**config.mk**
```make
export PLATFORM = sky130hd
export DESIGN_NAME = regfile_nbits
export DESIGN_NICKNAME = d
export VERILOG_FILES = /design/src/rtl/regfile_nbits.sv
export SDC_FILE = /design/constraint.sdc
export NUM_CORES = 1
export LEC_CHECK = 0
export BUFFER_PORTS_ARGS = -buffer_cell sky130_fd_sc_hd__buf_2
export CORE_MARGIN = 5
export CORE_UTILIZATION = 50
export DETAILED_ROUTE_END_ITERATION = 10
export PLACE_DENSITY = 0.75
export SKIP_LAST_GASP = 1
export SLEW_MARGIN = 15
export SYNTH_ARGS = -nofsm -noshare
export SYNTH_HDL_FRONTEND = slang
export SYNTH_SLANG_ARGS = --single-unit
```
**constraint.sdc**
```tcl
create_clock -name clk -period 1.04 [get_ports clk]
set_input_delay 0.104 -clock clk [delete_from_list [all_inputs] [get_ports clk]]
set_output_delay 0.104 -clock clk [all_outputs]
set_load 0.02 [all_outputs]
```
**src/rtl/regfile_nbits.sv**
```systemverilog
// regfile_nbits: DEPTH x WIDTH register file.
// One synchronous write port, two registered read ports with same-edge
// write-to-read bypass, a synchronous clear-all and a per-word valid vector.
// A global enable freezes every piece of state, including the read registers.
// Storage is built from flops rather than block RAM because clear-all must
// zero every word in a single edge.
module regfile_nbits #(
    parameter int WIDTH = 4,
    parameter int DEPTH = 4,
    parameter int AW    = $clog2(DEPTH)
) (
    input  logic             clk,
    input  logic             reset,
    input  logic             en,
    input  logic             clr,
    input  logic             we,
    input  logic [AW-1:0]    waddr,
    input  logic [WIDTH-1:0] wdata,
    input  logic [AW-1:0]    raddr_a,
    input  logic [AW-1:0]    raddr_b,
    output logic [WIDTH-1:0] rdata_a,
    output logic [WIDTH-1:0] rdata_b,
    output logic [DEPTH-1:0] valid
);

    // Architectural state
    logic [WIDTH-1:0] mem_reg [DEPTH];
    logic [DEPTH-1:0] valid_reg;
    logic [WIDTH-1:0] rdata_a_reg;
    logic [WIDTH-1:0] rdata_b_reg;

    // Next-state values, applied only when en is high
    logic [WIDTH-1:0] mem_next [DEPTH];
    logic [DEPTH-1:0] valid_next;
    logic [WIDTH-1:0] rdata_a_next;
    logic [WIDTH-1:0] rdata_b_next;

    // Per-word write decode: clear wins over write, otherwise the addressed
    // word takes wdata and becomes valid; every other word holds.
    genvar gi;
    generate
        for (gi = 0; gi < DEPTH; gi++) begin : g_word
            localparam logic [AW-1:0] WORD_ADDR = AW'(gi);
            logic word_wr;

            assign word_wr        = we && (waddr == WORD_ADDR);
            assign mem_next[gi]   = clr ? '0 : (word_wr ? wdata : mem_reg[gi]);
            assign valid_next[gi] = clr ? 1'b0 : (word_wr | valid_reg[gi]);
        end
    endgenerate

    // Read port A: bypass the incoming write so read-after-write has no stale cycle
    always_comb begin
        rdata_a_next = mem_reg[raddr_a];
        if (we && (raddr_a == waddr)) begin
            rdata_a_next = wdata;
        end
        if (clr) begin
            rdata_a_next = '0;
        end
    end

    // Read port B: same bypass and clear behaviour as port A
    always_comb begin
        rdata_b_next = mem_reg[raddr_b];
        if (we && (raddr_b == waddr)) begin
            rdata_b_next = wdata;
        end
        if (clr) begin
            rdata_b_next = '0;
        end
    end

    // State register: async active-low reset zeroes everything, en gates all updates
    always_ff @(posedge clk or negedge reset) begin
        if (!reset) begin
            for (int i = 0; i < DEPTH; i++) begin
                mem_reg[i] <= '0;
            end
            valid_reg   <= '0;
            rdata_a_reg <= '0;
            rdata_b_reg <= '0;
        end else if (en) begin
            for (int i = 0; i < DEPTH; i++) begin
                mem_reg[i] <= mem_next[i];
            end
            valid_reg   <= valid_next;
            rdata_a_reg <= rdata_a_next;
            rdata_b_reg <= rdata_b_next;
        end
    end

    // Outputs come straight from flops; no input-to-output combinational path
    assign rdata_a = rdata_a_reg;
    assign rdata_b = rdata_b_reg;
    assign valid   = valid_reg;

endmodule

```
# Word-level counts from Yosys, hierarchy flattened
# Cells that the tools add are included.
# W data, S select, Z words.
word_totals:
  output_inout_bits: 12
  input_bits: 15
  ff_bits: 28
classes:
  n_eq_ne: 5
  reduce_logical: 15
  n_mux: 22
  magnitude_cmp: 2
  bitwise: 6
op_table:
  columns: ["cell", "count"]
  rows:
  - ["$mux W4", 16]
  - ["$bmux W4 S2", 2]
  - ["$reduce_and A2 Y1", 4]
  - ["$reduce_bool A2 Y1", 4]
  - ["$ge A3 B3 Y1 const B", 2]
  - ["$logic_and A1 B1 Y1", 6]
  - ["$not A2 Y3", 2]
  - ["$eq A2 B2 Y1", 2]
  - ["$eq A2 B2 Y1 const B", 2]
  - ["$mux W1", 4]
  - ["$or A1 B1 Y1", 4]
  - ["$eq A2 B1 Y1 const B", 1]
  - ["$logic_not A2 Y1", 1]

# Depth between registers and ports, before layout
# Gate-level depths: netlist of run 1.
logic_depth:
  depth_word: 6
  mapped_depth: 4
  mapped_depth_nobuf: 3

# Least setup slack after synthesis of run 1
# Ideal clock, no wire load.
synth_path:
  path_kind: "flip-flop to flip-flop"
  from: "reg mem_reg[3] (netlist name)"
  to: "reg rdata_a_reg[3], in the netlist rdata_a[3]"
  arrival_ns: 0.968
  period_less_slack_ns: 1.096
  slack_ns: -0.056
  path_stages_with_launch: 4
  setup_ns: 0.128
  t_required_ns: 0.912
  path_cell_list: "dfrtp_1 mux4_2 o31ai_1 o21ai_1"
synth_between:
  elab_chain_len: 5
synth_lines:
  columns: ["element", "line_no", "text"]
  rows:
  - ["start: declaration", "27", "logic [WIDTH-1:0] mem_reg [DEPTH];"]
  - ["start signal: indexed assignment", "85", "mem_reg[i] <= mem_next[i];"]
  - ["$bmux W4 S2", "54", "rdata_a_next = mem_reg[raddr_a];"]
  - ["$mux W4 (not written as such) (2 in series)", "54", null]
  - ["$mux W4", "55", "if (we && (raddr_a == waddr)) begin"]
  - ["$mux W4", "58", "if (clr) begin"]
  - ["end signal: assignment", "88", "rdata_a_reg <= rdata_a_next;"]
  - ["end: declaration", "29", "logic [WIDTH-1:0] rdata_a_reg;"]
# Every way passes these cells. The select of a mux whose other input is x is not followed.
# A chain may end at the register's enable or synchronous reset.

# Final worst setup path of run 1
# Ends and elaborated chain as after synthesis.

==> flow_metrics.tcl, run 1 <==
set metrics [dict create \
    synthCells 140 \
    maxCapViolations 0 \
    report.final.slew_viol_count 0 \
    grt_first_pass_wirelength_um 6840 \
    drtIter0Drc 63 \
    layout_min_cycle_time_ns 1.21 \
    syn_area_per_cell_sq_um 11.8 \
    fin_crit_sh_pct 116 \
    wl_per_cell_um 17.3 \
    vias 1452 \
    synth_area_leaders "dfrtp_1 (42%), mux4_2 (11%), a22o_1 (5.8%)" \
    fin_cells 247 \
    drive_above_1_share_pct 42.9 \
    outcome "finished with violations" \
    ys.flop_type "dfrtp_1" \
    ir_worst_vdd_v 0.000747 \
    start_util_pct 53.3 \
    nNetsFinal 220 \
    yosys-top-cells-count "dfrtp_1 (28), a22o_1 (11)" \
    async_flop_share_pct 100 \
    synth_fp_nets 155 \
    die_w_um 67.5 \
    pwr-share-comb_pct 32.0 \
    p_per_area_mw_per_mm2 1150 \
    syn-cell-area_sq_mm 0.00165 \
    ys_types 28 \
    area_growth_pct 31.6 \
    wl_um 4280 \
    clock_sinks 28 \
    hold_slack_ns 0.0669 \
    cts_tree "yes" \
    io_pins 27 \
    r2r-start "mem_reg[3]" \
    crit_start "mem_reg[3]" \
    antenna_found_initial 0 \
    violations "negative setup slack" \
    hold_viol_final 0 \
    p_int_mw 1.73 \
    tightestPinTransition_ns 0.486 \
    synth-edff-count 0 \
    endpoint_kind "flip-flop" \
    largest_reg_flops 16 \
    p_leak_nw 1.06 \
    htreeDepth 1 \
    min-delay-start "wdata[1]" \
    worst_setup_path_start_kind "flip-flop" \
    yosysTopAreaCellShare_pct 42.4 \
    synth_seq_cells 28 \
    finClkSkew_ns 0.00809 \
    gr-usage-all-layers_pct 20.3 \
    p_seq_share_pct 50.0 \
    diodes 0 \
    grt_max_degree 29 \
    p_sw_share_pct 30.6 \
    finalWorstSetupSlack_ns -0.167 \
    die_h_um 67.5 \
    cts_buffers 3 \
    gr-total-overflow 0 \
    dieArea_sq_mm 0.00456 \
    maxSlewHeadroom_pct 67.5 \
    synth_top_cell_by_area "dfrtp_1" \
    dp.cells 231 \
    ant_nets 0 \
    design.core.area_sq_mm 0.00310 \
    setup_tns_ns -1.25 \
    clkTransAtPathRegs_ns 0.15 \
    clock_latency_ns 0.32 \
    max_freq_mhz 828 \
    gp_congestion 0.917 \
    arrival_ns 1.42 \
    final-setup-viol-count 11 \
    rsz0062_at_grt "yes" \
    dp_hpwl_um 3100 \
    cts_buffer_depth 2 \
    grt_pass1_vias 1435 \
    min_path_type "in2reg" \
    clockPowerShare_pct 18.0 \
    power.switching_mw 0.764 \
    critPathKind "reg2reg" \
    port-buffer-count 26 \
    dr.pass1.iters 4 \
    yosys.cell_count.top_type "dfrtp_1" \
    critPathRequiredTime_ns 1.25 \
    postLayoutCoreUtil_pct 70.2 \
    rows 20 \
    cp_max_fo 3 \
    cts_root_buf "clkbuf_4" \
    yosysSeqAreaShare_pct 42.4 \
    viasPerCell 5.88 \
    yosys_warnings 0 \
    drc 0 \
]
-- cells by family (layout without fill, tap and decap cells) --
| group | count (synthesis) | in the layout | share of synthesized area (%) |
|---|---|---|---|
| buffers and inverters | 18 | 81 | 7.41 |
| XOR/XNOR | 8 | 8 | 4.24 |
| AO/OA/AOI/OAI | 48 | 48 | 21.0 |
| AND/OR/NAND/NOR | 25 | 25 | 11.0 |
| flip-flops | 28 | 28 | 42.4 |
| multiplexers | 13 | 13 | 13.9 |
-- layer usage --
| metal | global-route usage (%) | share of wire (%) | up-vias |
|---|---|---|---|
| met5 | 0 | 0 | - |
| met4 | 6.84 | 2.2 | 0 |
| met3 | 2.00 | 3.2 | 10 |
| met2 | 36.0 | 53 | 38 |
| met1 | 25.7 | 42 | 734 |
| li1 | - | - | 670 |
-- worst max-delay path: stages, from the launching register on --
cell,delay [ns]
dfrtp_1,0.43
mux4_2,0.50
o31ai_2,0.08
o21ai_1,0.10
-- power by group through the flow --
| stage | sequential (mW) | clock, mW | combinational [mW] |
|---|---|---|---|
| floorplan | 1.30 | 0 | 0.351 |
| global placement | 1.26 | 0 | 0.680 |
| detailed placement | 1.26 | 0 | 0.702 |
| CTS | 1.24 | 0.462 | 0.728 |
| global route | 1.26 | 0.513 | 0.861 |
| finish | 1.25 | 0.449 | 0.797 |
-- layout by cell type, fill, tap and decap left out, types with 4 or more instances in the layout --
cell type  netlist  routed
a21oi_1          4       4
o21ai_1          8       8
o31ai_2          0       4
buf_2            2      25
a41oi_1          8       8
and3b_1          4       4
mux2i_1          5       5
o22ai_1          5       5
dfrtp_1         28      28
xnor2_1          4       4
nor2b_1          8       8
a22o_1          11      11
xor2_1           4       4
o21a_1           4       4
inv_1            6       6
buf_4            4      41
mux4_2           8       8
o31ai_1          8       4
-- area by class of cell --
| type | instances | area [sq um] |
|---|---|---|
| clock buffers | 3 | 22.5 |
| well taps | 44 | 55.1 |
| repair buffers | 72 | 526 |
| inverters | 6 | 22.5 |
| multi-input cells | 94 | 851 |
| fillers | 237 | 926 |
| flip-flops and latches | 28 | 701 |
-- timing repair --
action | in CTS | in global routing
setup endpoints to repair | 8 | 11
gates resized for setup | 0 | 7
hold buffers | 1 | 0
pin swaps | 0 | 4
setup buffers | 5 | 7
hold endpoints to repair | 28 | 0
-- metrics by stage --
stage / total power, mW / setup slack [ns] / instance area [sq um]
after CTS: 2.43 / -0.163 / 2090
after global routing: 2.63 / -0.225 / 2180
after floorplan: 1.65 / -0.0563 / 1650
after global placement: 1.94 / -0.104 / 2020
after detailed placement: 1.97 / -0.150 / 2020
final: 2.49 / -0.167 / 2180
-- worst paths after layout --
path                              end  slack, ns  cells past startpoint
max                        rdata_a[3]      -0.17                      3
min                        mem_reg[9]       0.07                      2
max reg2reg                rdata_a[3]      -0.17                      3
min reg2reg                  valid[0]       0.50                      1
max in group asynchronous    valid[3]       0.47                      3
min in group asynchronous  rdata_b[1]       0.30                      3
(Power assumes the default switching activity.)
==> run 2, diff against run 1 <==
CORE_UTILIZATION = 60   (was 50)
HOLD_SLACK_MARGIN = 0.03   (was unset)
PLACE_DENSITY = 0.84   (was 0.75)
clock period = 1.5 ns   (was 1.04 ns; I/O delays follow)
==> flow_metrics.tcl, run 2 (same netlist as run 1, synthesis figures left out) <==
set metrics [dict create \
    tightestPinTransition_ns 0.609 \
    ant_nets 0 \
    grt_first_pass_wirelength_um 6580 \
    dp.cells 186 \
    viasPerCell 6.67 \
    clock_latency_ns 0.33 \
    start_util_pct 61.0 \
    die_h_um 62.5 \
    htreeDepth 1 \
    drc 0 \
    layout_commonest_cell "dfrtp_1" \
    dp_hpwl_um 2870 \
    nNetsFinal 176 \
    drive_above_1_share_pct 25.0 \
    maxSlewHeadroom_pct 59.4 \
    area_growth_pct 8.40 \
    rsz0062_at_grt "no" \
    cts_buffers 3 \
    postCtsSetupBuffers 0 \
    fin_crit_sh_pct 81.4 \
    report.final.slew_viol_count 0 \
    ctsHoldBuffers 1 \
    worst_setup_path_start_kind "flip-flop" \
    finClkSkew_ns 0.00225 \
    vias 1274 \
    hold_viol_final 0 \
    gr-usage-all-layers_pct 20.6 \
    dr.pass1.iters 4 \
    drtIter0Drc 74 \
    clkTransAtPathRegs_ns 0.16 \
    wl_per_cell_um 19.8 \
    cp_slowest_cell "mux4_2" \
    ff2ff_path_depth 3 \
    critical_path.cell_chain "mux4_2, o31ai_1, o21ai_1" \
    final-setup-viol-count 0 \
    fin_cells 191 \
    io_pins 27 \
    critPathRequiredTime_ns 1.73 \
    cts_resized 0 \
    cp_max_fo 4 \
    diodes 0 \
    largest_reg_flops 16 \
    gp_congestion 0.818 \
    layout_min_cycle_time_ns 1.22 \
    critPathKind "reg2reg" \
    p_per_area_mw_per_mm2 976 \
    dieArea_sq_mm 0.00391 \
    port-buffer-count 26 \
    design.core.area_sq_mm 0.00271 \
    cp_num_buf_inv 0 \
    outcome "complete, no violations" \
    wl_um 3780 \
    rows 19 \
    min_path_type "in2reg" \
    setup_tns_ns 0 \
    max_stage_delay_ns 0.47 \
    clock_sinks 28 \
    max_freq_mhz 819 \
    gr-total-overflow 0 \
    grt_max_degree 29 \
    cts_tree "yes" \
    crit_cells 3 \
    grt_pass1_vias 1361 \
    crit_family "multiplexers" \
    whs_path_depth 2 \
    endpoint_kind "flip-flop" \
    cts_buffer_depth 2 \
    die_w_um 62.5 \
    ir_worst_vdd_v 0.000621 \
    arrival_ns 1.45 \
    maxCapViolations 0 \
    p_leak_nw 0.832 \
    cts_root_buf "clkbuf_4" \
    antenna_found_initial 0 \
    mostFrequentLayoutCells "dfrtp_1 (28), buf_2 (26), a22o_1 (11)" \
]
run 2: changes by cell type in the layout (fill, tap and decap cells not counted):
cell | previous run | this run
buf_4 | 41 | 1
bufinv_16 | 0 | 1
o31ai_2 | 4 | 0
buf_2 | 25 | 26
o31ai_1 | 4 | 8
buf_12 | 3 | 0
buf_6 | 2 | 0
run 2: stage by stage:
| stage | cell area, sq um | setup WS, ns | util, % | power [mW] | hold slack [ns] |
|---|---|---|---|---|---|
| after floorplan | 1650 | 0.404 | - | 1.14 | -0.146 |
| after global placement | 1730 | 0.327 | 63.9 | 1.23 | 0.185 |
| after detailed placement | 1730 | 0.293 | 63.9 | 1.25 | 0.194 |
| after CTS | 1790 | 0.283 | 66.2 | 1.75 | 0.109 |
| after global routing | 1790 | 0.218 | 66.2 | 1.83 | 0.102 |
| final | 1790 | 0.280 | 66.2 | 1.75 | 0.113 |
run 2: where the power goes:
group	switching (mW)	internal (mW)
combinational	0.213	0.159
sequential	0.0548	0.818
clock	0.235	0.270
total	0.503	1.25
run 2: cell type report:
cell class	count	area, sq um
clock buffer	3	22.5
clock inverter	1	30.0
fill	236	917
inverter	6	22.5
multi-input combinational	94	831
sequential	28	701
tap	31	38.8
timing repair buffer	28	148
run 2: layer usage:
layer | vias to the layer above | track usage [%] | wire length (um)
met5 | - | 0 | 0
met4 | 0 | 7.69 | 51
met1 | 634 | 25.8 | 1560
met2 | 50 | 34.3 | 1960
li1 | 584 | - | -
met3 | 6 | 4.86 | 213
run 2: worst paths after layout:
check / start / slack, ns / endpoint
max: mem_reg[15] / 0.28 / rdata_b[3]
min: wdata[2] / 0.11 / mem_reg[2]
max reg2reg: mem_reg[15] / 0.28 / rdata_b[3]
min reg2reg: valid[0] / 0.51 / valid[0]
max in group asynchronous: reset / 0.77 / mem_reg[6]
min in group asynchronous: reset / 0.34 / rdata_a[3]
==> run 3, diff against run 2 <==
ABC_AREA = 1   (was unset)
CORE_UTILIZATION = 50   (was 60)
PLACE_DENSITY = 0.75   (was 0.84)
clock period = 1 ns   (was 1.5 ns; I/O delays follow)
==> flow_metrics.tcl, run 3 <==
set metrics [dict create \
    outcome "complete, no violations" \
    diodes 0 \
    clock_sinks 28 \
    die_w_um 66.5 \
    synth_area_leaders "dfrtp_1 (44%), nand2_1 (27%), nand3_1 (14%)" \
    rows 20 \
    rr_endpoint "rdata_a[2]" \
    layout_min_cycle_time_ns 0.999 \
    dieArea_sq_mm 0.00442 \
    grt_first_pass_wirelength_um 7190 \
    antenna_found_initial 0 \
    clockPowerShare_pct 19.9 \
    endpoint_kind "output pin" \
    dp_hpwl_um 3170 \
    clkTransAtPathRegs_ns 0.15 \
    gr-total-overflow 0 \
    hold_slack_ns 0.148 \
    synth_fp_nets 249 \
    p_sw_share_pct 32.1 \
    arrival_ns 0.90 \
    gp_congestion 0.946 \
    worst_setup_path_start_kind "flip-flop" \
    cp_num_buf_inv 1 \
    finClkSkew_ns 0.00820 \
    synthCells 234 \
    nNetsFinal 308 \
    layout_commonest_cell "nand2_1" \
    min-delay-start "wdata[3]" \
    final-setup-viol-count 0 \
    p_seq_share_pct 49.8 \
    max_freq_mhz 1000 \
    viasPerCell 5.15 \
    start_util_pct 52.2 \
    report.final.slew_viol_count 0 \
    syn_area_per_cell_sq_um 6.81 \
    port-buffer-count 26 \
    ir_worst_vdd_v 0.000935 \
    setup_tns_ns 0 \
    die_h_um 66.5 \
    drtIter0Drc 144 \
    postPlaceCellArea_sq_mm 0.00189 \
    design.core.area_sq_mm 0.00305 \
    ff2ff_path_depth 6 \
    worstHoldEndpoint "rdata_b[3]" \
    hold_viol_final 0 \
    drc 0 \
    p_per_area_mw_per_mm2 1270 \
    cts_root_buf "clkbuf_4" \
    vias 1729 \
    yosys-top-cells-count "nand2_1 (114), nand3_1 (44), dfrtp_1 (28)" \
    area_growth_pct 35.6 \
    fin_crit_sh_pct 99.9 \
    largest_reg_flops 16 \
    grt_max_degree 29 \
    async_flop_share_pct 100 \
    cp_max_fo 2 \
    crit_family "flip-flops" \
    max_stage_delay_ns 0.43 \
    rsz0062_at_grt "yes" \
    wl_um 4500 \
    cp_slowest_cell "dfrtp_1" \
    yosysTopAreaCellShare_pct 44.0 \
    clock_latency_ns 0.32 \
    dr.pass1.iters 4 \
    synth_top_cell_by_area "dfrtp_1" \
    maxSlewHeadroom_pct 59.5 \
    yosys.cell_count.top_type "nand2_1" \
    mostFrequentLayoutCells "nand2_1 (111), nand3_1 (37), buf_4 (29)" \
    tightestPinTransition_ns 0.605 \
    ant_nets 0 \
    gr-usage-all-layers_pct 21.0 \
    whs_path_depth 5 \
    critPathKind "reg2out" \
    yosys_warnings 0 \
    postLayoutCoreUtil_pct 70.8 \
    power.switching_mw 0.881 \
    r2r_slack_ns 0.05 \
    critPathRequiredTime_ns 0.90 \
    ys_types 13 \
    htreeDepth 1 \
    p_int_mw 1.86 \
    io_pins 27 \
    cts_buffer_depth 2 \
    cts_tree "yes" \
    ys.flop_type "dfrtp_1" \
    pwr-share-comb_pct 30.3 \
    drive_above_1_share_pct 27.4 \
    cts_buffers 3 \
    p_leak_nw 1.24 \
    r2r-start "mem_reg[14]" \
    critical_path.cell_chain "buf_6" \
    p_total_mw 2.75 \
    maxCapViolations 0 \
    yosysSeqAreaShare_pct 44.0 \
    grt_pass1_vias 1631 \
    final_area_sq_mm 0.00216 \
    syn-cell-area_sq_mm 0.00159 \
    min_path_type "in2reg" \
    wl_per_cell_um 13.4 \
    synth-edff-count 0 \
    synth_seq_cells 28 \
]
[run 3: final cells by class]
cell class,count,area [sq um]
clock buffers,4,36.3
multi-input cells,181,816
well taps,44,55.1
inverters,21,81.3
repair buffers,58,473
fillers,256,891
flip-flops and latches,28,701
[run 3: worst max path at each step]
stage / start / endpoint / depth (start not counted)
6_report: rdata_b[0] / rdata_b[0] / 1
2_1_floorplan: mem_reg[8] / rdata_a[0] / 6
3_3_place_gp: waddr[1] / mem_reg[10] / 8
5_1_grt: mem_reg[6] / rdata_a[2] / 6
4_1_cts: rdata_b[2] / rdata_b[2] / 1
3_5_place_dp: waddr[1] / mem_reg[14] / 9
[run 3: per-stage QoR]
| stage | std cells | setup slack, ns |
|---|---|---|
| after detailed placement | 316 | 0.00471 |
| after global routing | 336 | -0.0559 |
| after floorplan | 234 | 0.188 |
| final | 336 | 0.00124 |
| after CTS | 323 | 0.00117 |
| after global placement | 316 | 0.0148 |
[run 3: repair_timing]
item	4_1_cts	5_1_grt
setup endpoints to repair	4	18
buffers inserted	2	13
hold buffers	1	0
hold endpoints to repair	28	0
pin swaps	0	20
gates resized for setup	4	30
[run 3: power groups by stage]
stage	Combinational [mW]	Sequential, mW	Clock, mW
2_1_floorplan	0.345	1.41	0
3_3_place_gp	0.634	1.37	0
3_5_place_dp	0.642	1.37	0
4_1_cts	0.670	1.35	0.561
5_1_grt	0.930	1.38	0.607
6_report	0.833	1.37	0.546
[run 3: logic make-up after synthesis]
kind of cell | Yosys count | share of synthesized area (%)
and+or+nand+nor | 176 | 46.9
DFF | 28 | 44.0
buffers and inverters | 25 | 7.53
AOI/OAI and AO/OA | 5 | 1.57
[run 3: routing by layer]
layer  track usage [%]  up-vias  wire length, um
met5                 0        -                0
met4              7.87        0               92
met3              2.36       10              226
met2              32.7       54             2190
met1              30.0      807             1980
li1                  -      858                -
